### config.mk
export PLATFORM = sky130hd
export DESIGN_NAME = shift_arb
export DESIGN_NICKNAME = d
export VERILOG_FILES = /design/src/rtl/shift_pkg.sv /design/src/rtl/shift_arb_barrel.sv /design/src/rtl/shift_arb.sv
export SDC_FILE = /design/constraint.sdc
export NUM_CORES = 1
export LEC_CHECK = 0
export CAP_MARGIN = 20
export CORE_ASPECT_RATIO = 1.2
export CORE_MARGIN = 5
export CORE_UTILIZATION = 40
export CTS_BUF_LIST = sky130_fd_sc_hd__clkbuf_8 sky130_fd_sc_hd__clkbuf_16
export DETAILED_ROUTE_END_ITERATION = 6
export DONT_BUFFER_PORTS = 1
export SKIP_CTS_REPAIR_TIMING = 1
export SLEW_MARGIN = 15
export SYNTH_ARGS = -nofsm -noshare
export SYNTH_HDL_FRONTEND = slang
export SYNTH_HIERARCHICAL = 1
export SYNTH_SLANG_ARGS = --single-unit
### constraint.sdc
create_clock -name sys_clk -period 3.1 [get_ports sys_clk]
set_input_delay 0.62 -clock sys_clk [delete_from_list [all_inputs] [get_ports sys_clk]]
set_output_delay 0.62 -clock sys_clk [all_outputs]
set_load 0.1 [all_outputs]
### src/rtl/shift_pkg.sv
// shift_pkg: shared constants and types for the shift_arb slice.
// Provides the requester count, field widths and shift-mode encodings used
// by shift_arb and its barrel shifter.
package shift_pkg;

  localparam int unsigned NUM_REQ = 2;
  localparam int unsigned ID_W    = 1;
  localparam int unsigned MUX_W   = 2;
  localparam int unsigned SFT_W   = 5;
  localparam int unsigned DATA_W  = 32;
  localparam int unsigned OCC_W   = 2;

  typedef enum logic [MUX_W-1:0] {
    MUX_LSL = 2'b00,
    MUX_LSR = 2'b01,
    MUX_ROL = 2'b10,
    MUX_ASR = 2'b11
  } mux_e;

endpackage

### src/rtl/shift_arb_barrel.sv
// shift_arb_barrel: combinational 32-bit barrel shifter.
// Ports:
//   a   - operand
//   sft - shift count 0..31
//   mux - mode: LSL, LSR, ROL (left rotate), ASR
//   z   - result
module shift_arb_barrel
  import shift_pkg::*;
(
  input  logic [DATA_W-1:0] a,
  input  logic [SFT_W-1:0]  sft,
  input  logic [MUX_W-1:0]  mux,
  output logic [DATA_W-1:0] z
);

  logic [2*DATA_W-1:0] rot;

  always_comb begin
    // Rotate: shift the doubled word left, upper half is the rotated value.
    rot = {a, a} << sft;
    z   = a;
    case (mux_e'(mux))
      MUX_LSL: z = a << sft;
      MUX_LSR: z = a >> sft;
      MUX_ROL: z = rot[2*DATA_W-1:DATA_W];
      MUX_ASR: z = $unsigned($signed(a) >>> sft);
      default: z = a;
    endcase
  end

endmodule

### src/rtl/shift_arb.sv
// shift_arb: two requesters sharing one barrel shifter through a two-stage
// pipeline (S1 operand register, S2 result register).
// Ports:
//   sys_clk, rst        - clock, asynchronous active-high reset
//   req_valid/req_ready - per-requester handshake (index 0..1)
//   reqN_mux/sft/a      - per-requester mode, shift count, operand
//   rsp_valid/ready     - response handshake
//   rsp_z, rsp_id       - result and originating requester
//   occupancy           - number of valid pipeline stages (0..2)
// Build option: define SHIFT_ARB_RR_EN for round-robin arbitration of
// simultaneous requests; otherwise requester 0 has fixed priority.
module shift_arb
  import shift_pkg::*;
(
  input  logic                  sys_clk,
  input  logic                  rst,
  input  logic [NUM_REQ-1:0]    req_valid,
  output logic [NUM_REQ-1:0]    req_ready,
  input  logic [MUX_W-1:0]      req0_mux,
  input  logic [MUX_W-1:0]      req1_mux,
  input  logic [SFT_W-1:0]      req0_sft,
  input  logic [SFT_W-1:0]      req1_sft,
  input  logic [DATA_W-1:0]     req0_a,
  input  logic [DATA_W-1:0]     req1_a,
  output logic                  rsp_valid,
  output logic [DATA_W-1:0]     rsp_z,
  output logic [ID_W-1:0]       rsp_id,
  input  logic                  rsp_ready,
  output logic [OCC_W-1:0]      occupancy
);

  logic              s1_valid_q, s1_valid_d;
  logic [MUX_W-1:0]  s1_mux_q,   s1_mux_d;
  logic [SFT_W-1:0]  s1_sft_q,   s1_sft_d;
  logic [DATA_W-1:0] s1_a_q,     s1_a_d;
  logic [ID_W-1:0]   s1_id_q,    s1_id_d;
  logic              s2_valid_q, s2_valid_d;
  logic [DATA_W-1:0] s2_z_q,     s2_z_d;
  logic [ID_W-1:0]   s2_id_q,    s2_id_d;
`ifdef SHIFT_ARB_RR_EN
  logic [ID_W-1:0]   last_q,     last_d;
`endif

  logic              s2_adv;
  logic              s1_adv;
  logic [ID_W-1:0]   gnt_id;
  logic              xfer;
  logic [DATA_W-1:0] s1_z;

  shift_arb_barrel u_barrel (
    .a   (s1_a_q),
    .sft (s1_sft_q),
    .mux (s1_mux_q),
    .z   (s1_z)
  );

  always_comb begin
    s2_adv = !s2_valid_q || rsp_ready;
    s1_adv = !s1_valid_q || s2_adv;

`ifdef SHIFT_ARB_RR_EN
    if (&req_valid) gnt_id = ~last_q;
    else            gnt_id = req_valid[1];
`else
    gnt_id = req_valid[1] & ~req_valid[0];
`endif

    // Ready is forced low during reset even though the stages read empty.
    req_ready = '0;
    if (!rst && s1_adv) req_ready[gnt_id] = 1'b1;
    xfer = |(req_valid & req_ready);

    s1_valid_d = s1_valid_q;
    s1_mux_d   = s1_mux_q;
    s1_sft_d   = s1_sft_q;
    s1_a_d     = s1_a_q;
    s1_id_d    = s1_id_q;
    s2_valid_d = s2_valid_q;
    s2_z_d     = s2_z_q;
    s2_id_d    = s2_id_q;
`ifdef SHIFT_ARB_RR_EN
    last_d     = last_q;
    if (xfer) last_d = gnt_id;
`endif

    if (s2_adv) begin
      s2_valid_d = s1_valid_q;
      if (s1_valid_q) begin
        s2_z_d  = s1_z;
        s2_id_d = s1_id_q;
      end
    end

    if (s1_adv) begin
      s1_valid_d = xfer;
      if (xfer) begin
        s1_id_d  = gnt_id;
        s1_mux_d = gnt_id[0] ? req1_mux : req0_mux;
        s1_sft_d = gnt_id[0] ? req1_sft : req0_sft;
        s1_a_d   = gnt_id[0] ? req1_a   : req0_a;
      end
    end
  end

  always_ff @(posedge sys_clk or posedge rst) begin
    if (rst) begin
      s1_valid_q <= 1'b0;
      s1_mux_q   <= '0;
      s1_sft_q   <= '0;
      s1_a_q     <= '0;
      s1_id_q    <= '0;
      s2_valid_q <= 1'b0;
      s2_z_q     <= '0;
      s2_id_q    <= '0;
`ifdef SHIFT_ARB_RR_EN
      last_q     <= '1;
`endif
    end else begin
      s1_valid_q <= s1_valid_d;
      s1_mux_q   <= s1_mux_d;
      s1_sft_q   <= s1_sft_d;
      s1_a_q     <= s1_a_d;
      s1_id_q    <= s1_id_d;
      s2_valid_q <= s2_valid_d;
      s2_z_q     <= s2_z_d;
      s2_id_q    <= s2_id_d;
`ifdef SHIFT_ARB_RR_EN
      last_q     <= last_d;
`endif
    end
  end

  assign rsp_valid = s2_valid_q;
  assign rsp_z     = s2_z_q;
  assign rsp_id    = s2_id_q;
  assign occupancy = {1'b0, s1_valid_q} + {1'b0, s2_valid_q};

endmodule

==> results.toml, run 1 <==
[sta]
worst_slew_margin_rel_pct = 35.94
rsz0062_at_grt = "false"
maxSlewViolCount = 0
finalHoldViolCount = 0
worst_pin_slew_ps = 960.9
timing.fmax_mhz = 353.4
fin_crit_ps = 2829
post-route-period-util_pct = 91.27
finalSetupTns_ps = 0
setup_viol = 0
final.setup_skew_ps = 11.95
hold_ws_ps = 359.4

[placed_design]
gp_congestion = 0.9870
placed_area_mm2 = 0.009382
portBuffers = 0
hpwlAfterDp_mm = 25.40

[worst_setup_path]
path_depth = 8
crit_fanout = 19
crit_path_cell_trace = "buf_12 -> mux2_2 -> mux2i_1 -> mux2i_1 -> mux2i_1 -> o22ai_1 -> or3_1 -> mux2_2"
critPathBufInv = 1
cpMaxStageDelayCell = "dfrtp_4"
cp-endpoint = "rsp_z[25]"
critPathArrivalTime_ps = 3070
r2r_start = "s1_sft_q[3]"
crit_path_frequent_cell = "mux2i_1"
critPathKind = "reg -> reg"
crit_path_start_kind = "flip-flop"
r2r-end = "rsp_z[25]"
r2r_setup_slack_ps = 270
crit_start = "s1_sft_q[3]"
r2r_cells = 8
cp.required_ps = 3340
end_kind = "flip-flop"
critical_path.top_delay_family = "multiplexers"
cp_slowest_stage_delay_ps = 610

[synthesis]
synth_ff_type = "dfrtp_1"
synth_seq_cells = 75
yosysWarnings = 6
yosysSeqAreaShare_pct = 21.15
synth_cell_type_count = 72
synth_area_mm2 = 0.008875
avgSynthCellArea_um2 = 10.39
syn_nets = 938
synth_edf_count = 0
syn_inst = 854
async_reset_ff_share_pct = 100.0

[final_layout]
finalInstanceArea_mm2 = 0.009698
drive_above_1_share_pct = 37.21
area_delta_synth_final_pct = 9.277
insertedDiodeCount = 0
final_net_count = 939

[clocking]
cts.sinks = 75
cts_tree = "built"
clk_pin_slew_ps = 70
cts_max_path_buffers = 2
clockRootBuffer = "clkbuf_16"
cts_buffers = 9
h-tree-depth = 3
clk_latency_ps = 360

[outcome]
status = "finished, final reports clean"

[global_route]
grt_overflow = 0
antenna_found_initial = 0
grt_pass1_wl_mm = 49.56
track_usage_pct = 25.39
grt_pass1_vias = 7357
grt_max_degree = 75

[route]
avgRoutedWirePerCell_um = 29.13
vias = 7720
drc = 0
ant_nets = 0
finalWirelength_mm = 33.04
drt_first_pass_iters = 5
via_per_inst = 6.808
detail_route.iter0.violations = 1164

[floorplan]
dieArea_mm2 = 0.02528
ios = 121
core-area_mm2 = 0.02178
start_util_pct = 40.75
rows = 59
die_w_um = 146.0
die_h_um = 173.2

[pwr]
power_frac_comb_pct = 52.1
peakVddDrop_mv = 0.3428
powerDensity_mw_per_mm2 = 930.3
clockPowerShare_pct = 11.5
p_total_mw = 9.022
p_switching_mw = 5.072
p_leak_nw = 4.054
sw_frac_of_total_pct = 56.22
internal-power_mw = 3.950
pwr-share-seq_pct = 36.4

[job]
drv_cap = 0

[min_path]
holdCritPathClass = "in -> reg"
## cell usage after synthesis, types with 3 or more instances
library cell	n	area share (%)
a2111oi_0	4	0.39
a211o_1	4	0.39
a211oi_1	9	0.76
a21oi_1	30	1.7
a221oi_1	4	0.39
a2bb2oi_1	5	0.49
a31oi_1	5	0.35
a32o_1	5	0.56
a32oi_1	5	0.49
and2_1	3	0.21
and3_1	5	0.35
buf_1	9	0.38
buf_2	24	1.4
buf_4	12	1.0
buf_6	11	1.4
buf_8	4	0.68
clkbuf_1	32	1.4
dfrtp_1	75	21
inv_1	5	0.21
mux2_1	4	0.51
mux2_2	62	7.9
mux2_4	76	13
mux2i_1	81	9.1
mux4_2	62	16
nand2_1	60	2.5
nand2b_1	6	0.42
nand3_1	5	0.28
nor2_1	93	3.9
nor2b_1	3	0.21
nor3_1	15	0.85
o2111ai_1	4	0.39
o211ai_1	15	1.3
o21a_1	5	0.42
o21ai_0	29	1.6
o21ai_1	7	0.39
o221ai_1	11	1.1
o22a_1	3	0.30
o22ai_1	6	0.42
o2bb2ai_1	5	0.49
o32ai_1	3	0.30
or2_1	3	0.21
or3_1	4	0.28
## state kept, by name, indices dropped and copies added, names as in the netlist
register,count
s1_a_q,32
s1_valid_q,1
s1_sft_q,5
s1_id_q,1
s1_mux_q,2
rsp_z,32
rsp_id,1
rsp_valid,1
## layout make-up
type	instances	area, µm²
fillers	2087	12080
repair buffers	83	733.2
clock inverters	7	60.06
flip-flops and latches	75	1892
multi-input cells	677	6407
well taps	274	342.8
clock buffers	9	225.2
inverters	9	37.54
## cells by family after synthesis
family | count (synthesis) | synth area share [%]
compound gates | 183 | 14.89
fa+ha+maj | 1 | 0.1410
buf+inv | 102 | 6.782
flops | 75 | 21.15
mux | 288 | 46.91
simple gates | 205 | 10.14
## power by group through the flow
| stage | clock [mW] | combinational (mW) | sequential, mW |
|---|---|---|---|
| final | 1.04 | 4.70 | 3.29 |
| after global routing | 1.13 | 4.91 | 3.35 |
| after CTS | 1.07 | 4.55 | 3.30 |
| after detailed placement | 0 | 4.53 | 3.33 |
| after global placement | 0 | 4.55 | 3.32 |
| after floorplan | 0 | 3.35 | 2.95 |
## stage by stage
stage          util [%]  setup WS, ps  cells
2_1_floorplan         -         21.31    854
3_3_place_gp      43.08         26.64   1116
3_5_place_dp      43.08         63.55   1116
4_1_cts           44.39         45.35   1132
5_1_grt           44.53         144.1   1134
6_report          44.53         270.7   1134
## worst min path at each step
stage,startpoint,endpoint,slack [ps],cells past startpoint
after floorplan,s1_sft_q[2],s1_sft_q[2],480,1
after global placement,rst,rsp_id,370,1
after detailed placement,rst,rsp_id,370,1
after CTS,rst,rsp_id,-20,1
after global routing,req_valid[0],s1_id_q,350,1
final,req_valid[0],s1_id_q,360,1
## worst register-to-register path, stage by stage (launching register included)
cell     delay [ps]
dfrtp_4         610
buf_12          220
mux2_2          390
mux2i_1         200
mux2i_1         230
mux2i_1         300
o22ai_1         110
or3_1           390
mux2_2          270
## cells in the final DEF, fill, tap and decap left out, types with 7 or more instances in the layout
cell type / synthesis / routed
mux4_2: 62 / 62
a211oi_1: 9 / 9
mux2_2: 62 / 62
nand2_1: 60 / 60
dfrtp_1: 75 / 71
o21ai_1: 7 / 7
o21ai_0: 29 / 29
nor3_1: 15 / 15
clkbuf_16: 0 / 9
a21oi_1: 30 / 30
mux2_4: 76 / 76
nor2_1: 93 / 92
buf_12: 1 / 8
o211ai_1: 15 / 15
mux2i_1: 81 / 81
o221ai_1: 11 / 11
buf_4: 12 / 73
## per-layer routing
| layer | wire (µm) | global-route usage (%) | vias to the layer above |
|---|---|---|---|
| met3 | 2923 | 5.733 | 93 |
| met2 | 15360 | 40.16 | 491 |
| li1 | - | - | 3306 |
| met5 | 0 | 0 | - |
| met1 | 13260 | 33.68 | 3830 |
| met4 | 1489 | 10.39 | 0 |
Note: power is estimated with default switching activity, not from simulation.
==> run 2, diff against run 1 <==
--- a/config.mk
+++ b/config.mk
@@ -12,6 +12,8 @@
 export CTS_BUF_LIST = sky130_fd_sc_hd__clkbuf_8 sky130_fd_sc_hd__clkbuf_16
 export DETAILED_ROUTE_END_ITERATION = 6
 export DONT_BUFFER_PORTS = 1
+export GPL_ROUTABILITY_DRIVEN = 0
+export SETUP_SLACK_MARGIN = 0.3
 export SKIP_CTS_REPAIR_TIMING = 1
 export SLEW_MARGIN = 15
 export SYNTH_ARGS = -nofsm -noshare
==> run 2 against run 1 <==
  * Power down 0.95%
  * Wire length shrank 7.3%
  * Fmax rose by 3.4%
  * Register-to-register slack improved by 90 ps
  * Combinational power down 5.1%
==> results.toml, run 2 (synthesis results as in run 1) <==
[pwr]
peakVddDrop_mv = 0.3234
p_leak_nw = 3.973
powerDensity_mw_per_mm2 = 931.0
p_total_mw = 8.936

[global_route]
grt_pass1_wl_mm = 46.38
grtUsageMet2_pct = 35.32
grt_max_degree = 77
grt_pass1_vias = 7405
grt.met1_usage_pct = 30.43
track_usage_pct = 23.23
antenna_found_initial = 0
grt_overflow = 0
grt_busiest_layer = "met2"
met3_usage_pct = 6.073

[route]
finalWirelength_mm = 30.63
drt_first_pass_iters = 6
vias = 7700
avgRoutedWirePerCell_um = 27.49
drc = 0
ant_nets = 0
via_per_inst = 6.912
detail_route.iter0.violations = 1368

[sta]
rsz0062_at_grt = "false"
finalHoldViolCount = 0
fin_crit_ps = 2735
finalSetupTns_ps = 0
worst_slew_margin_rel_pct = 35.21
hold_ws_ps = 362.3
final.setup_skew_ps = 7.286
timing.fmax_mhz = 365.6
maxSlewViolCount = 0
worst_pin_slew_ps = 971.8
setup_viol = 0
post-route-period-util_pct = 88.23
timing.final.ws_setup_ps = 364.9

[final_layout]
layout_commonest_cell = "nor2_1"
drive_above_1_share_pct = 35.95
final_cell_mix = "92 x nor2_1, 80 x mux2i_1, 76 x mux2_4, 71 x dfrtp_1"
final_net_count = 919
fillers = 2061
finalInstanceArea_mm2 = 0.009598
area_delta_synth_final_pct = 8.149
insertedDiodeCount = 0

[floorplan]
dieArea_mm2 = 0.02528
rows = 59
die_h_um = 173.2
core-area_mm2 = 0.02178
die_w_um = 146.0
ios = 121
start_util_pct = 40.75

[placed_design]
placed_area_mm2 = 0.009134
pre_cts_ws_ps = 156.6
portBuffers = 0
hpwlAfterDp_mm = 22.54

[clocking]
h-tree-depth = 3
clk_pin_slew_ps = 60
cts_buffers = 9
cts.sinks = 75
cts_tree = "built"
clk_latency_ps = 360
clockRootBuffer = "clkbuf_16"
cts_max_path_buffers = 2

[worst_setup_path]
crit_path_frequent_cell = "mux2_2"
crit_path_cell_trace = "buf_4 -> mux4_2 -> mux2i_2 -> mux2_2 -> o22ai_1 -> or4_1 -> mux2_2"
critical_path.top_delay_family = "multiplexers"
critPathKind = "reg -> reg"
cp.required_ps = 3340
critPathBufInv = 1
critPathArrivalTime_ps = 2970
cp_slowest_stage_delay_ps = 530
crit_fanout = 11
crit_path_start_kind = "flip-flop"
cpMaxStageDelayCell = "dfrtp_4"
end_kind = "flip-flop"

[job]
drv_cap = 0

[outcome]
status = "finished, final reports clean"

[min_path]
holdCritPathClass = "in -> reg"
[run 2: final cells by class]
cell class	count	area, µm²	share of cell area [%]
Multi-Input combinational cell	677	6416	66.85
Sequential cell	75	1892	19.71
Timing Repair Buffer	63	578.1	6.023
Tap cell	274	342.8	3.572
Clock buffer	9	225.2	2.346
Clock inverter	7	100.1	1.043
Inverter	9	43.79	0.4563
[run 2: path summary, 6_finish.rpt]
| path | start | endpoint | slack [ps] | depth (start not counted) |
|---|---|---|---|---|
| min in group asynchronous | rst | rsp_id | 620 | 2 |
| worst min-delay path | req_valid[0] | s1_id_q | 360 | 1 |
| worst max-delay path | s1_sft_q[1] | rsp_z[4] | 360 | 7 |
| worst max register to register | s1_sft_q[1] | rsp_z[4] | 360 | 7 |
| worst min register to register | s1_id_q | rsp_id | 530 | 1 |
| max in group asynchronous | rst | rsp_z[0] | 1570 | 4 |
[run 2: power breakdown]
part           switching [mW]  internal [mW]  leakage, nW
clock                   0.469          0.709        0.148
sequential               2.05           1.25        0.897
combinational            2.41           2.05         2.93
[run 2: worst register-to-register path: stages (launching register included)]
cell	delay, ps
dfrtp_4	530
buf_4	200
mux4_2	510
mux2i_2	350
mux2_2	260
o22ai_1	70
or4_1	420
mux2_2	270
[run 2: routing by layer]
| layer | part of all wire (%) | vias up |
|---|---|---|
| li1 | - | 3257 |
| met1 | 39 | 3658 |
| met2 | 44 | 637 |
| met3 | 11 | 148 |
| met4 | 6.4 | 0 |
| met5 | 0 | - |
[run 2: metrics by stage]
step	util, %	instances
finish	44.07	1114
global route	44.07	1114
CTS	43.44	1101
detailed placement	41.94	1085
global placement	41.94	1085
floorplan	-	854
